File: config.mk
export PLATFORM = sky130hd
export DESIGN_NAME = cpu_fetch
export DESIGN_NICKNAME = d
export VERILOG_FILES = /design/src/rtl/cpu_fetch_pkg.sv /design/src/rtl/cpu_fetch_fifo.sv /design/src/rtl/cpu_fetch.sv
export SDC_FILE = /design/constraint.sdc
export NUM_CORES = 1
export LEC_CHECK = 0
export BUFFER_PORTS_ARGS = -buffer_cell sky130_fd_sc_hd__buf_4
export CAP_MARGIN = 20
export CORE_MARGIN = 2
export CORE_UTILIZATION = 56
export CTS_BUF_LIST = sky130_fd_sc_hd__clkbuf_8 sky130_fd_sc_hd__clkbuf_16
export DETAILED_ROUTE_END_ITERATION = 12
export GPL_TIMING_DRIVEN = 1
export PLACE_DENSITY = 0.8
export RECOVER_POWER = 25
export REMOVE_ABC_BUFFERS = 1
export SYNTH_ARGS = -nofsm -noshare
export SYNTH_HDL_FRONTEND = slang
export SYNTH_SLANG_ARGS = --single-unit
export TNS_END_PERCENT = 100
File: constraint.sdc
create_clock -name clk -period 8 [get_ports clk]
set_clock_uncertainty 0.15 [all_clocks]
set_input_delay 0.4 -clock clk [delete_from_list [all_inputs] [get_ports clk]]
set_output_delay 0.4 -clock clk [all_outputs]
set_load 0.05 [all_outputs]
File: src/rtl/cpu_fetch_pkg.sv
// cpu_fetch_pkg: shared types and constants for the instruction fetch stage.
//   - fetch fault codes presented to decode alongside each instruction
//   - fetch FSM state encoding
//   - FIFO entry layout {instr, pc, fault} (66 bits)
package cpu_fetch_pkg;

  localparam logic [1:0] FETCH_FAULT_NONE       = 2'b00;
  localparam logic [1:0] FETCH_FAULT_ACCESS     = 2'b01;
  localparam logic [1:0] FETCH_FAULT_MISALIGNED = 2'b10;

  typedef enum logic {
    ST_RUN  = 1'b0,
    ST_HALT = 1'b1
  } fetch_state_e;

  localparam int ENTRY_W = 66;

  typedef struct packed {
    logic [31:0] instr;
    logic [31:0] pc;
    logic [1:0]  fault;
  } fetch_entry_t;

endpackage

File: src/rtl/cpu_fetch_fifo.sv
// cpu_fetch_fifo: small synchronous FIFO holding fetched instruction entries.
//   clk, rst_n : clock / async active-low reset
//   push, din  : write one entry
//   pop        : consume head (caller only pops when count != 0)
//   flush      : drop all entries; a push in the same cycle lands as the
//                only entry afterwards
//   dout       : head entry, forced to zero when empty
//   count      : number of stored entries
module cpu_fetch_fifo #(
  parameter int W     = 66,
  parameter int DEPTH = 2
) (
  input  logic                         clk,
  input  logic                         rst_n,
  input  logic                         push,
  input  logic [W-1:0]                 din,
  input  logic                         pop,
  input  logic                         flush,
  output logic [W-1:0]                 dout,
  output logic [$clog2(DEPTH+1)-1:0]   count
);

  localparam int CW = $clog2(DEPTH+1);
  localparam int AW = (DEPTH > 1) ? $clog2(DEPTH) : 1;

  logic [W-1:0]  mem [DEPTH];
  logic [AW-1:0] rd_ptr, wr_ptr;

  // Pointer increment that wraps at DEPTH (DEPTH need not be a power of 2).
  function automatic logic [AW-1:0] nxt(input logic [AW-1:0] p);
    return (p == AW'(DEPTH - 1)) ? '0 : p + AW'(1);
  endfunction

  always_ff @(posedge clk or negedge rst_n) begin
    if (!rst_n) begin
      rd_ptr <= '0;
      wr_ptr <= '0;
      count  <= '0;
    end else if (flush) begin
      rd_ptr <= '0;
      wr_ptr <= push ? nxt('0) : '0;
      count  <= CW'(push);
    end else begin
      if (push) wr_ptr <= nxt(wr_ptr);
      if (pop)  rd_ptr <= nxt(rd_ptr);
      count <= count + CW'(push) - CW'(pop);
    end
  end

  always_ff @(posedge clk) begin
    if (push) mem[flush ? '0 : wr_ptr] <= din;
  end

  assign dout = (count != '0) ? mem[rd_ptr] : '0;

endmodule

File: src/rtl/cpu_fetch.sv
// cpu_fetch: instruction fetch stage feeding the decoder.
//   clk, rst_n                     : clock / async active-low reset
//   imem_req_valid/addr/ready      : in-order word read requests (addr = PC)
//   imem_resp_valid/data/err       : read responses, in request order
//   redirect, redirect_pc          : flush and restart fetch at redirect_pc
//   instr_valid/instr/instr_pc/
//   instr_fault, instr_ready       : FIFO head handshake to decode
// Requests are issued under a credit limit so buffered + in-flight words
// never exceed FIFO_DEPTH, which means responses never need backpressure.
module cpu_fetch
  import cpu_fetch_pkg::*;
#(
  parameter logic [31:0] RESET_PC   = 32'h0000_0000,
  parameter int          FIFO_DEPTH = 2
) (
  input  logic        clk,
  input  logic        rst_n,
  output logic        imem_req_valid,
  output logic [31:0] imem_req_addr,
  input  logic        imem_req_ready,
  input  logic        imem_resp_valid,
  input  logic [31:0] imem_resp_data,
  input  logic        imem_resp_err,
  input  logic        redirect,
  input  logic [31:0] redirect_pc,
  output logic        instr_valid,
  output logic [31:0] instr,
  output logic [31:0] instr_pc,
  output logic [1:0]  instr_fault,
  input  logic        instr_ready
);

  localparam int CW = $clog2(FIFO_DEPTH + 1);
  localparam int UW = CW + 1;

  fetch_state_e         state;
  logic [31:0]          pc, resp_pc;
  logic [CW-1:0]        outstanding, discard, count;
  logic [UW-1:0]        used;
  logic                 pop, req_fire, keep, misaligned, push;
  fetch_entry_t         push_e, head_e;
  logic [ENTRY_W-1:0]   push_w, head_w;

  assign instr_valid = (count != '0);
  assign pop         = instr_valid & instr_ready;

  // Credit: a slot freed by this cycle's pop can be reused immediately.
  assign used           = UW'(count) + UW'(outstanding) - UW'(pop);
  assign imem_req_valid = (state == ST_RUN) && !redirect && (used < UW'(FIFO_DEPTH));
  assign imem_req_addr  = pc;
  assign req_fire       = imem_req_valid & imem_req_ready;

  assign keep       = imem_resp_valid && (discard == '0);
  assign misaligned = (redirect_pc[1:0] != 2'b00);

  // On redirect the FIFO is flushed; a misaligned target is reported as a
  // single synthetic entry loaded in the same flush.
  always_comb begin
    push   = 1'b0;
    push_e = '0;
    if (redirect) begin
      push         = misaligned;
      push_e.instr = 32'h0;
      push_e.pc    = redirect_pc;
      push_e.fault = FETCH_FAULT_MISALIGNED;
    end else begin
      push         = keep;
      push_e.instr = imem_resp_data;
      push_e.pc    = resp_pc;
      push_e.fault = imem_resp_err ? FETCH_FAULT_ACCESS : FETCH_FAULT_NONE;
    end
  end

  assign push_w = push_e;

  cpu_fetch_fifo #(.W(ENTRY_W), .DEPTH(FIFO_DEPTH)) u_fifo (
    .clk   (clk),
    .rst_n (rst_n),
    .push  (push),
    .din   (push_w),
    .pop   (pop & !redirect),
    .flush (redirect),
    .dout  (head_w),
    .count (count)
  );

  assign head_e      = fetch_entry_t'(head_w);
  assign instr       = head_e.instr;
  assign instr_pc    = head_e.pc;
  assign instr_fault = head_e.fault;

  always_ff @(posedge clk or negedge rst_n) begin
    if (!rst_n) begin
      state       <= ST_RUN;
      pc          <= RESET_PC;
      resp_pc     <= RESET_PC;
      outstanding <= '0;
      discard     <= '0;
    end else if (redirect) begin
      state       <= misaligned ? ST_HALT : ST_RUN;
      pc          <= redirect_pc;
      resp_pc     <= redirect_pc;
      // Every word still in flight belongs to the old stream.
      outstanding <= outstanding - CW'(imem_resp_valid);
      discard     <= outstanding - CW'(imem_resp_valid);
    end else begin
      if (req_fire) pc <= pc + 32'd4;
      outstanding <= outstanding + CW'(req_fire) - CW'(imem_resp_valid);
      if (imem_resp_valid) begin
        if (discard != '0) begin
          discard <= discard - CW'(1);
        end else begin
          resp_pc <= resp_pc + 32'd4;
          if (imem_resp_err) begin
            // Words requested after the faulting one are dropped so the
            // faulting entry is the last one decode sees.
            state   <= ST_HALT;
            discard <= outstanding + CW'(req_fire) - CW'(1);
          end
        end
      end
    end
  end

endmodule
==> impl_results.md, run 1 <==
* CTS root buffer: clkbuf_16
* Fillers at approximately 1200
* Switching fraction of total power at 0.382
* DRC at 0
* Hold path startpoint: redirect_pc[23]
* Fin. Hold Viols at 0
* Hold Path End: imem_req_addr[23]$_DFFE_PN0P_
* Sequential share of the synthesized area at 0.599
* Max Slew Vio Count at 143
* Initial antenna violation count at 0
* Vias per cell at 5.67
* Hold Crit Depth at 2
* Ports at approximately 170
* Failing checks: capacitance limit, slew limit
* CTS tree: yes
* CP Launch Type: input pin
* Int Power at about 2200 µW
* Maximum vdd drop at ~220 µV
* Synth async-reset ratio at 0.356
* Final setup vio count at 0
* Overflow left after global routing at 0
* R2r endpoint: outstanding[1]$_DFF_PN0_
* Non-Filler Instances at approximately 1200
* Yosys warnings at 0
* Hold buffer count at CTS at 4
* Hold Path Class: in2reg
* Crit path arrival time at just over 5000 ps
* Commonest non-fill, non-tap cell in the layout: buf_4
* Comb power frac at 0.358
* Fmax at between 200 and 250 MHz
* Syn Inst Count at ~800
* Max clock buf depth at 3
* Max-cap viol count at 2
* Final WL at around 21 mm
* Fin crit period at 4950 ps
* Synthesized area per cell at between 10 and 15 µm²
* ANT nets after route at 0
* Register-to-Register Path Depth at 13
* Clock Latency Late Sink at about 500 ps
* Post-CTS sizing at 0
* Via count at slightly below 7000
* DR pass1 iterations at 4
* Die X at 135 µm
* Register bit total from synthesis at around 200
* Area of the multi-input gates at 0.00360 mm²
* Largest net degree at the start of global routing at 74
* Flop pwr share at 0.378
* First-pass GRT wire length at 33.7 mm
* Port buffer count at 170
* CP Max Fanout at 68
* Worst rel slew slack at -1.72
* Area Growth Syn to Fin at 22.6%
* Share of layout cells above drive strength 1 at 0.247
* Hold Slack at approximately 18 ps
* Tot GR Track Use at 0.233
* DR WL/cell at 17.8 µm
* Number of global-route vias before repair at approximately 6700
* Storage cell area at approximately 0.0058 mm²
* R2R Path Start: u_fifo.count[0]$_DFF_PN0_
* Placer Congestion at ~0.87
* Setup WS pre-CTS at about 4200 ps
* P per Cell Area at roughly 300 mW/mm²
* Clk pwr share at 0.264
* # H-tree levels at 1
* Die Area at about 0.018 mm²
* Register clock-pin slew on the reported worst setup and hold paths at approximately 60 ps
* Site Rows at 48
* Die Y at between 100 and 150 µm
* # diodes at 0
* Flop-to-flop setup slack at about 4200 ps
* Final #Nets at between 1000 and 1500
* Worst slew pin tran at just over 4000 ps
* CP endpoint kind: flop
* Postcts setup bufs at 0
* Mapped Area at between 0.009 and 0.01 mm²
* Initial Util at 0.566
* Top FF cell, synth: edfxtp_1
* CTS buffer count at 22
* DP Cell Count at 1159
* Final worst slack at approximately 3000 ps
* RSZ-0062 raised after global routing: false
* Period Utilization, post-route at 0.619
* Most frequent cells in the layout: buf_4, edfxtp_1, nor2_1
* Total negative slack at 0 ps
* Worst Path Required at between 8000 and 9000 ps
* Post-detail-place hpwl at 14.4 mm
* P_sw at 1360 µW
* Post-synth EDFFs at between 100 and 150
* Synth cell types at 61
* Status: finished with violations
* # clock sinks at ~200
* WS Path Type: in2reg
* Core Region at ~0.017 mm²
* Pleak at 0.00478 µW
* Detailed Route Iter0 Violations at 417
==> cell usage after synthesis (all sizes together) (6+ instances only) <==
| library cell | instances | area, µm² |
|---|---|---|
| nor3 | 6 | 30.0 |
| ha | 8 | 100 |
| and3 | 16 | 100 |
| clkbuf | 19 | 71.3 |
| o21ai | 41 | 205 |
| xnor2 | 25 | 219 |
| a21oi | 23 | 115 |
| nand2 | 44 | 165 |
| nor4 | 7 | 95.1 |
| edfxtp | 132 | 3960 |
| and4 | 10 | 90.1 |
| nor2b | 33 | 206 |
| dfrtp | 73 | 1830 |
| xor2 | 25 | 219 |
| nor2 | 95 | 359 |
| inv | 31 | 116 |
| nand3 | 27 | 140 |
| mux2i | 69 | 691 |
| mux2 | 23 | 259 |
| buf | 22 | 104 |
| nand4 | 18 | 134 |
==> power by group through the flow <==
| stage | Combinational, µW | Clock (µW) | Sequential [µW] |
|---|---|---|---|
| finish | 1270 | 940 | 1350 |
| global placement | 1260 | 0 | 1360 |
| global route | 1350 | 1000 | 1360 |
| CTS | 1280 | 956 | 1340 |
| detailed placement | 1280 | 0 | 1360 |
| floorplan | 842 | 0 | 1420 |
==> stage by stage <==
stage / util / instance area [µm²] / power, µW
after detailed placement: 0.652 / 11100 / 2640
after floorplan: - / 9480 / 2260
final: 0.694 / 11800 / 3560
after CTS: 0.694 / 11800 / 3580
after global placement: 0.652 / 11100 / 2620
after global routing: 0.694 / 11800 / 3710
==> worst max-delay path by stage <==
stage	slack, ps	end	cells after the start	startpoint
4_1_cts	4270	outstanding[1]$_DFF_PN0_	13	u_fifo.count[0]$_DFF_PN0_
5_1_grt	2160	u_fifo.rd_ptr$_DFFE_PN0P_	2	rst_n
6_report	3050	outstanding[1]$_DFF_PN0_	10	redirect
3_5_place_dp	4250	outstanding[1]$_DFF_PN0_	13	instr_ready
3_3_place_gp	4350	outstanding[1]$_DFF_PN0_	13	instr_ready
2_1_floorplan	1520	u_fifo.mem[0][0]$_DFFE_PP_	2	discard[0]$_DFFE_PN0P_
==> cell families after synthesis <==
group | synth area share
DFF | 0.599
adders and majority gates | 0.0124
AOI/OAI and AO/OA | 0.0624
xor gates and xnor gates | 0.0453
buffers and inverters | 0.0302
and+or+nand+nor | 0.152
muxes | 0.0983
==> final cells by class <==
type | count | share of cell area
Sequential cell | 205 | 0.489
Multi-Input combinational cell | 522 | 0.304
Timing Repair Buffer | 181 | 0.115
Clock buffer | 23 | 0.0477
Tap cell | 225 | 0.0238
Clock inverter | 17 | 0.00993
Inverter | 31 | 0.00983
==> routing by layer <==
metal	track usage	routed length [µm]
met2	0.401	10600
met1	0.311	9000
met4	0.0671	543
met3	0.0318	1220
met5	0	0
==> critical path, stage by stage <==
cell and delay [ps]:
clkbuf_1 2230, nand4bb_4 500, nand2b_1 510, inv_1 350, ha_1 410, inv_1 70
ha_1 200, xnor2_1 130, o21ai_0 110, xnor2_1 250
==> sequential cells by signal (all words and copies together) (netlist names) <==
name / cells
state: 1
imem_req_addr: 32
u_fifo.count: 2
resp_pc: 32
discard: 2
u_fifo.rd_ptr: 1
u_fifo.wr_ptr: 1
outstanding: 2
u_fifo.mem: 132
Note: power is estimated with default switching activity, not from simulation.
==> run 2: changes to the inputs <==
--- a/config.mk
+++ b/config.mk
@@ -8,11 +8,11 @@
 export BUFFER_PORTS_ARGS = -buffer_cell sky130_fd_sc_hd__buf_4
 export CAP_MARGIN = 20
 export CORE_MARGIN = 2
-export CORE_UTILIZATION = 56
+export CORE_UTILIZATION = 51
 export CTS_BUF_LIST = sky130_fd_sc_hd__clkbuf_8 sky130_fd_sc_hd__clkbuf_16
 export DETAILED_ROUTE_END_ITERATION = 12
 export GPL_TIMING_DRIVEN = 1
-export PLACE_DENSITY = 0.8
+export PLACE_DENSITY = 0.77
 export RECOVER_POWER = 25
 export REMOVE_ABC_BUFFERS = 1
 export SYNTH_ARGS = -nofsm -noshare
==> constraint.sdc (replaced) <==
create_clock -name clk -period 4.3 [get_ports clk]
set_clock_uncertainty 0.15 [all_clocks]
set_input_delay 0.215 -clock clk [delete_from_list [all_inputs] [get_ports clk]]
set_output_delay 0.215 -clock clk [all_outputs]
set_load 0.05 [all_outputs]
==> run 2 against run 1 <==
  * The flow still finishes with violations (capacitance limit, slew limit)
  * Hold slack better by 130 ps
  * Design area is 5.1% higher
  * Register-to-register slack worse by 3300 ps
  * Global-route usage is 0.35 points lower
  * Count of clock-buffer cells in the layout is 2 higher
  * Combinational power is 91% higher
  * Wire length is 8.1% higher
  * Via count is 2.0% higher
  * First-iteration DRC count is 4.6% lower
==> impl_results.md, run 2 (synthesized netlist as in run 1, its figures left out) <==
* Hold Slack at 148 ps
* Max Slew Vio Count at between 70 and 80
* # H-tree levels at 1
* CP Max Fanout at 15
* Pleak at ~0.005 µW
* Max-cap viol count at 1
* Tot GR Track Use at 0.229
* CP Launch Type: flop
* Final WL at approximately 23 mm
* Crit path max-delay family: adder cells
* Post-detail-place hpwl at about 15 mm
* Number of global-route vias before repair at 6918
* Initial antenna violation count at 0
* Placer Congestion at roughly 0.85
* RSZ-0062 raised after global routing: false
* Register clock-pin slew on the reported worst setup and hold paths at roughly 60 ps
* Slowest stage delay, CP at around 500 ps
* Clock Latency Late Sink at roughly 500 ps
* Fin crit period at 3450 ps
* Biggest register: u_fifo.mem
* CTS root buffer: clkbuf_16
* Final Core Density at 0.668
* DRC at 0
* Via count at just under 7000
* DR pass1 iterations at 5
* Fmax at between 200 and 300 MHz
* Largest net degree at the start of global routing at 81
* Vias per cell at around 5.5
* Worst slew pin tran at roughly 1900 ps
* Fin. Hold Viols at 0
* Share of layout cells above drive strength 1 at 0.238
* Commonest non-fill, non-tap cell in the layout: buf_4
* Port buffer count at 170
* Period Utilization, post-route at 0.802
* # clock sinks at around 210
* DR WL/cell at between 15 and 20 µm
* First-pass GRT wire length at approximately 36 mm
* CTS buffer count at 21
* Max FFs per register at about 130
* Overflow left after global routing at 0
* Worst Path Required at about 4600 ps
* CP endpoint kind: flop
* Status: finished with violations
* Worst rel slew slack at -0.258
* WP buf/inv at 3
* Failing checks: capacitance limit, slew limit
* Die Y at ~140 µm
* Site Rows at 50
* Ports at 171
* CTS tree: yes
* # diodes at 0
* Crit-path slowest cell: fa_1
* Crit path top cell by count: inv_1
* Final setup vio count at 0
* Max clock buf depth at 3
* Detailed Route Iter0 Violations at 398
* Final #Nets at between 1000 and 1500
* Crit path arrival time at roughly 3700 ps
* Maximum vdd drop at roughly 270 µV
* Initial Util at 0.518
* P per Cell Area at approximately 530 mW/mm²
* Die Area at around 0.02 mm²
* Die X at 142 µm
* Core Region at 0.0186 mm²
* Hold Path Class: in2reg
* WS Path Type: reg2reg
* Most frequent cells in the layout: buf_4, edfxtp_1, nor2_1
* Sequence of cells on the critical path: inv_1 > and3_1 > o21ai_0 > fa_1 > nand4bb_4 > nand2b_1 > inv_1 > ha_1 > inv_1 > ha_1 > xnor2_1 > o21ai_0 > xnor2_1
* Area Growth Syn to Fin at 28.8%
* ANT nets after route at 0
-- run 2: changes by cell type in the layout (fill, tap and decap cells not counted), sizes merged --
cell and delta:
dlygate4sd3 +64, clkbuf +25, buf -22, inv -3
clkinv -2, bufinv -1, clkinvlp +1
-- run 2: repair_timing --
item,CTS,global route
hold buffers,68,0
resized for setup,0,0
setup endpoints to repair,0,0
setup buffers,0,0
endpoints found under the hold margin,257,0
-- run 2: path summary, 6_finish.rpt --
path                       cells past startpoint  slack [ps]                         start                            end
min in group asynchronous                      2         620                         rst_n  imem_req_addr[10]$_DFFE_PN0P_
max reg2reg                                   13         850     u_fifo.count[0]$_DFF_PN0_       outstanding[1]$_DFF_PN0_
max                                           13         850     u_fifo.count[0]$_DFF_PN0_       outstanding[1]$_DFF_PN0_
min reg2reg                                    2         370  imem_req_addr[1]$_DFFE_PN0P_   imem_req_addr[1]$_DFFE_PN0P_
min                                            1         150                      redirect     u_fifo.mem[0][1]$_DFFE_PP_
max in group asynchronous                      2        2010                         rst_n      u_fifo.rd_ptr$_DFFE_PN0P_
-- run 2: through the flow --
| stage | instances | setup slack, ps | TNS (ps) | instance area [µm²] | total power, µW |
|---|---|---|---|---|---|
| CTS | 1275 | 862 | 0 | 12500 | 6680 |
| global route | 1275 | 551 | 0 | 12400 | 6910 |
| floorplan | 758 | -2180 | -144630 | 9480 | 4210 |
| detailed placement | 1170 | 881 | 0 | 11100 | 4940 |
| global placement | 1170 | 988 | 0 | 11100 | 4900 |
| finish | 1275 | 851 | 0 | 12400 | 6630 |
-- run 2: layer usage --
| metal | GRT usage | vias up | wire (µm) |
|---|---|---|---|
| met5 | 0 | - | 0 |
| met4 | 0.0705 | 0 | 611 |
| met3 | 0.0415 | 43 | 1340 |
| met2 | 0.386 | 213 | 11200 |
| met1 | 0.305 | 3381 | 9980 |
| li1 | - | 3328 | - |
-- run 2: cell type report --
cell class	count	area, µm²
repair buffers	246	2000
fillers	1430	6200
multi-input cells	522	3600
clock inverters	12	58.8
well taps	234	293
flip-flops and latches	205	5790
inverters	31	116
clock buffers	25	581
-- run 2: power by group --
part | switching, µW | leakage [µW] | internal, µW | total [µW]
combinational | 1630 | 0.00258 | 788 | 2420
sequential | 194 | 0.00210 | 2320 | 2520
clock | 735 | 0.000334 | 958 | 1690
total | 2560 | 0.00501 | 4070 | 6630
-- run 2: worst register-to-register path, cell delays in order (launching register included) --
cell,delay [ps]
dfrtp_1,390
inv_1,80
and3_1,190
o21ai_0,200
fa_1,500
nand4bb_4,150
nand2b_1,500
inv_1,150
ha_1,350
inv_1,60
ha_1,180
xnor2_1,120
o21ai_0,190
xnor2_1,140
==> run 3: changes to the inputs <==
--- a/config.mk
+++ b/config.mk
@@ -8,11 +8,11 @@
 export BUFFER_PORTS_ARGS = -buffer_cell sky130_fd_sc_hd__buf_4
 export CAP_MARGIN = 20
 export CORE_MARGIN = 2
-export CORE_UTILIZATION = 51
+export CORE_UTILIZATION = 56
 export CTS_BUF_LIST = sky130_fd_sc_hd__clkbuf_8 sky130_fd_sc_hd__clkbuf_16
 export DETAILED_ROUTE_END_ITERATION = 12
 export GPL_TIMING_DRIVEN = 1
-export PLACE_DENSITY = 0.77
+export PLACE_DENSITY = 0.8
 export RECOVER_POWER = 25
 export REMOVE_ABC_BUFFERS = 1
 export SYNTH_ARGS = -nofsm -noshare
==> constraint.sdc (replaced) <==
create_clock -name clk -period 3.5 [get_ports clk]
set_clock_uncertainty 0.15 [all_clocks]
set_input_delay 0.175 -clock clk [delete_from_list [all_inputs] [get_ports clk]]
set_output_delay 0.175 -clock clk [all_outputs]
set_load 0.05 [all_outputs]
==> run 3 against run 2 <==
  * The flow still finishes with violations (capacitance limit, slew limit)
  * Die area shrank 8.7%
  * Register-to-register slack lost 290 ps
  * Non-clock buffer count grew 3
  * Clock power grew 16%
  * Final cell count shrank 0.47%
  * Sequential share of layout area grew 0.39 points
  * Hold slack lost 24 ps
  * Power grew 21%
  * Wire length grew 1.1%
  * Sequential cell count is the same
  * Design area shrank 0.83%
==> impl_results.md, run 3 (synthesized netlist as in run 1, its figures left out) <==
* RSZ-0062 raised after global routing: false
* Max-cap viol count at 1
* Commonest non-fill, non-tap cell in the layout: buf_4
* Die Y at 135 µm
* Final WL at roughly 23 mm
* Initial Util at 0.566
* Site Rows at 48
* Clock Latency Late Sink at between 400 and 500 ps
* Max Slew Vio Count at 74
* First-pass GRT wire length at approximately 37 mm
* Placer Congestion at slightly above 0.8
* Hold Crit Depth at 5
* Ports at about 170
* Area Growth Syn to Fin at 27.8%
* Post-CTS sizing at 0
* Flop-to-flop setup slack at 560 ps
* Hold Slack at about 120 ps
* Port buffer count at 170
* Total negative slack at 0 ps
* Biggest register: u_fifo.mem
* Die Area at around 0.018 mm²
* CTS root buffer: clkbuf_16
* Tot GR Track Use at 0.256
* DRC at 0
* Crit path top cell by count: buf_4
* # clock sinks at about 210
* Register-to-Register Path Depth at 12
* Register clock-pin slew on the reported worst setup and hold paths at about 60 ps
* Hold Path End: imem_req_addr[17]$_DFFE_PN0P_
* Period Utilization, post-route at 0.889
* P per Cell Area at 649 mW/mm²
* # diodes at 0
* Worst rel slew slack at -0.279
* Postcts setup bufs at 0
* Most frequent cells in the layout: buf_4, edfxtp_1, nor2_1
* Share of layout cells above drive strength 1 at 0.204
* Final #Nets at roughly 1100
* Final setup vio count at 0
* Detailed Route Iter0 Violations at roughly 410
* Status: finished with violations
* Max clock buf depth at 3
* Maximum vdd drop at about 550 µV
* CTS tree: yes
* Crit-path slowest cell: clkbuf_1
* Worst Path Required at around 3200 ps
* Vias per cell at between 5 and 6
* Fin. Hold Viols at 0
* Overflow left after global routing at 0
* Area of the multi-input gates at ~0.0036 mm²
* Slowest stage delay, CP at roughly 960 ps
* Non-Filler Instances at between 1000 and 1500
* Post-detail-place hpwl at approximately 15 mm
* # H-tree levels at 1
* Storage cell area at between 0.005 and 0.006 mm²
* Fmax at 321 MHz
* Fin crit period at about 3100 ps
* Number of global-route vias before repair at around 7200
* Via count at ~7100
* WS Path Type: in2out
* Crit path arrival time at 2790 ps
* Failing checks: capacitance limit, slew limit
* Max FFs per register at roughly 130
* Core Region at around 0.017 mm²
* DR WL/cell at ~18 µm
* DR pass1 iterations at 5
* Hold path startpoint: imem_req_ready
* CP Max Fanout at 40
* Sequence of cells on the critical path: dlygate4sd3_1 > clkbuf_1 > buf_4 > nor2_1 > and3_1 > buf_4
* CTS buffer count at 21
* Worst slew pin tran at approximately 1900 ps
* Fillers at between 1000 and 1500
* DP Cell Count at roughly 1200
* Largest net degree at the start of global routing at 74
* Die X at around 140 µm
* Initial antenna violation count at 0
* CP Launch Type: input pin
* Pleak at slightly below 0.005 µW
* R2R Path Start: outstanding[1]$_DFF_PN0_
* CP endpoint kind: primary output
* ANT nets after route at 0
* Hold Path Class: in2reg
* R2r endpoint: outstanding[1]$_DFF_PN0_
run 3: cell count changes in the layout (fill, tap and decap cells not counted), moves of 2 or more:
cell	delta
buf_12	+3
buf_4	-10
clkbuf_1	+29
clkbuf_4	-20
clkbuf_8	-4
clkinv_1	+4
clkinvlp_4	-2
inv_1	+2
mux2_1	+2
mux2_2	-2
run 3: power breakdown:
| part | total (µW) | switching, µW | internal [µW] |
|---|---|---|---|
| clock network | 1960 | 873 | 1080 |
| registers | 3080 | 226 | 2850 |
| logic | 2970 | 2020 | 950 |
run 3: worst max-delay path by stage:
stage | startpoint | endpoint | slack [ps] | cells past startpoint
final | redirect | imem_req_valid | 390 | 6
after global routing | redirect | imem_req_valid | 200 | 6
after CTS | outstanding[1]$_DFF_PN0_ | outstanding[1]$_DFF_PN0_ | 550 | 12
after detailed placement | outstanding[1]$_DFF_PN0_ | outstanding[1]$_DFF_PN0_ | 560 | 12
after global placement | outstanding[1]$_DFF_PN0_ | imem_req_addr[13]$_DFFE_PN0P_ | 600 | 8
after floorplan | discard[0]$_DFFE_PN0P_ | u_fifo.mem[0][0]$_DFFE_PP_ | -2980 | 2
run 3: area by class of cell:
type	count	share of cell area
inverter	31	0.00943
multi-input combinational	522	0.292
clock inverter	16	0.00547
sequential	205	0.469
timing repair buffer	249	0.158
tap	225	0.0228
clock buffer	21	0.0426
run 3: worst max-delay path, delay by kind of cell:
kind | cells | cell delay [ps]
buffers and inverters | 4 | 2250
AND/OR/NAND/NOR | 2 | 330
run 3: through the flow:
step	area [µm²]	util	setup WS, ps	total power (µW)
3_3_place_gp	11200	0.656	596	6010
6_report	12300	0.724	387	8010
2_1_floorplan	9480	-	-2980	5170
4_1_cts	12500	0.731	546	8080
3_5_place_dp	11200	0.656	561	6060
5_1_grt	12300	0.724	200	8350
run 3: what timing repair did:
| action | CTS | global route |
|---|---|---|
| hold endpoints to repair | 267 | 0 |
| hold buffers | 69 | 0 |
| endpoints found under the setup margin | 0 | 0 |
run 3: per-layer routing:
layer | part of all wire | vias to the layer above | GRT usage
li1 | - | 3346 | -
met1 | 0.41 | 3446 | 0.336
met2 | 0.50 | 241 | 0.431
met3 | 0.062 | 61 | 0.0404
met4 | 0.033 | 0 | 0.103
met5 | 0 | - | 0
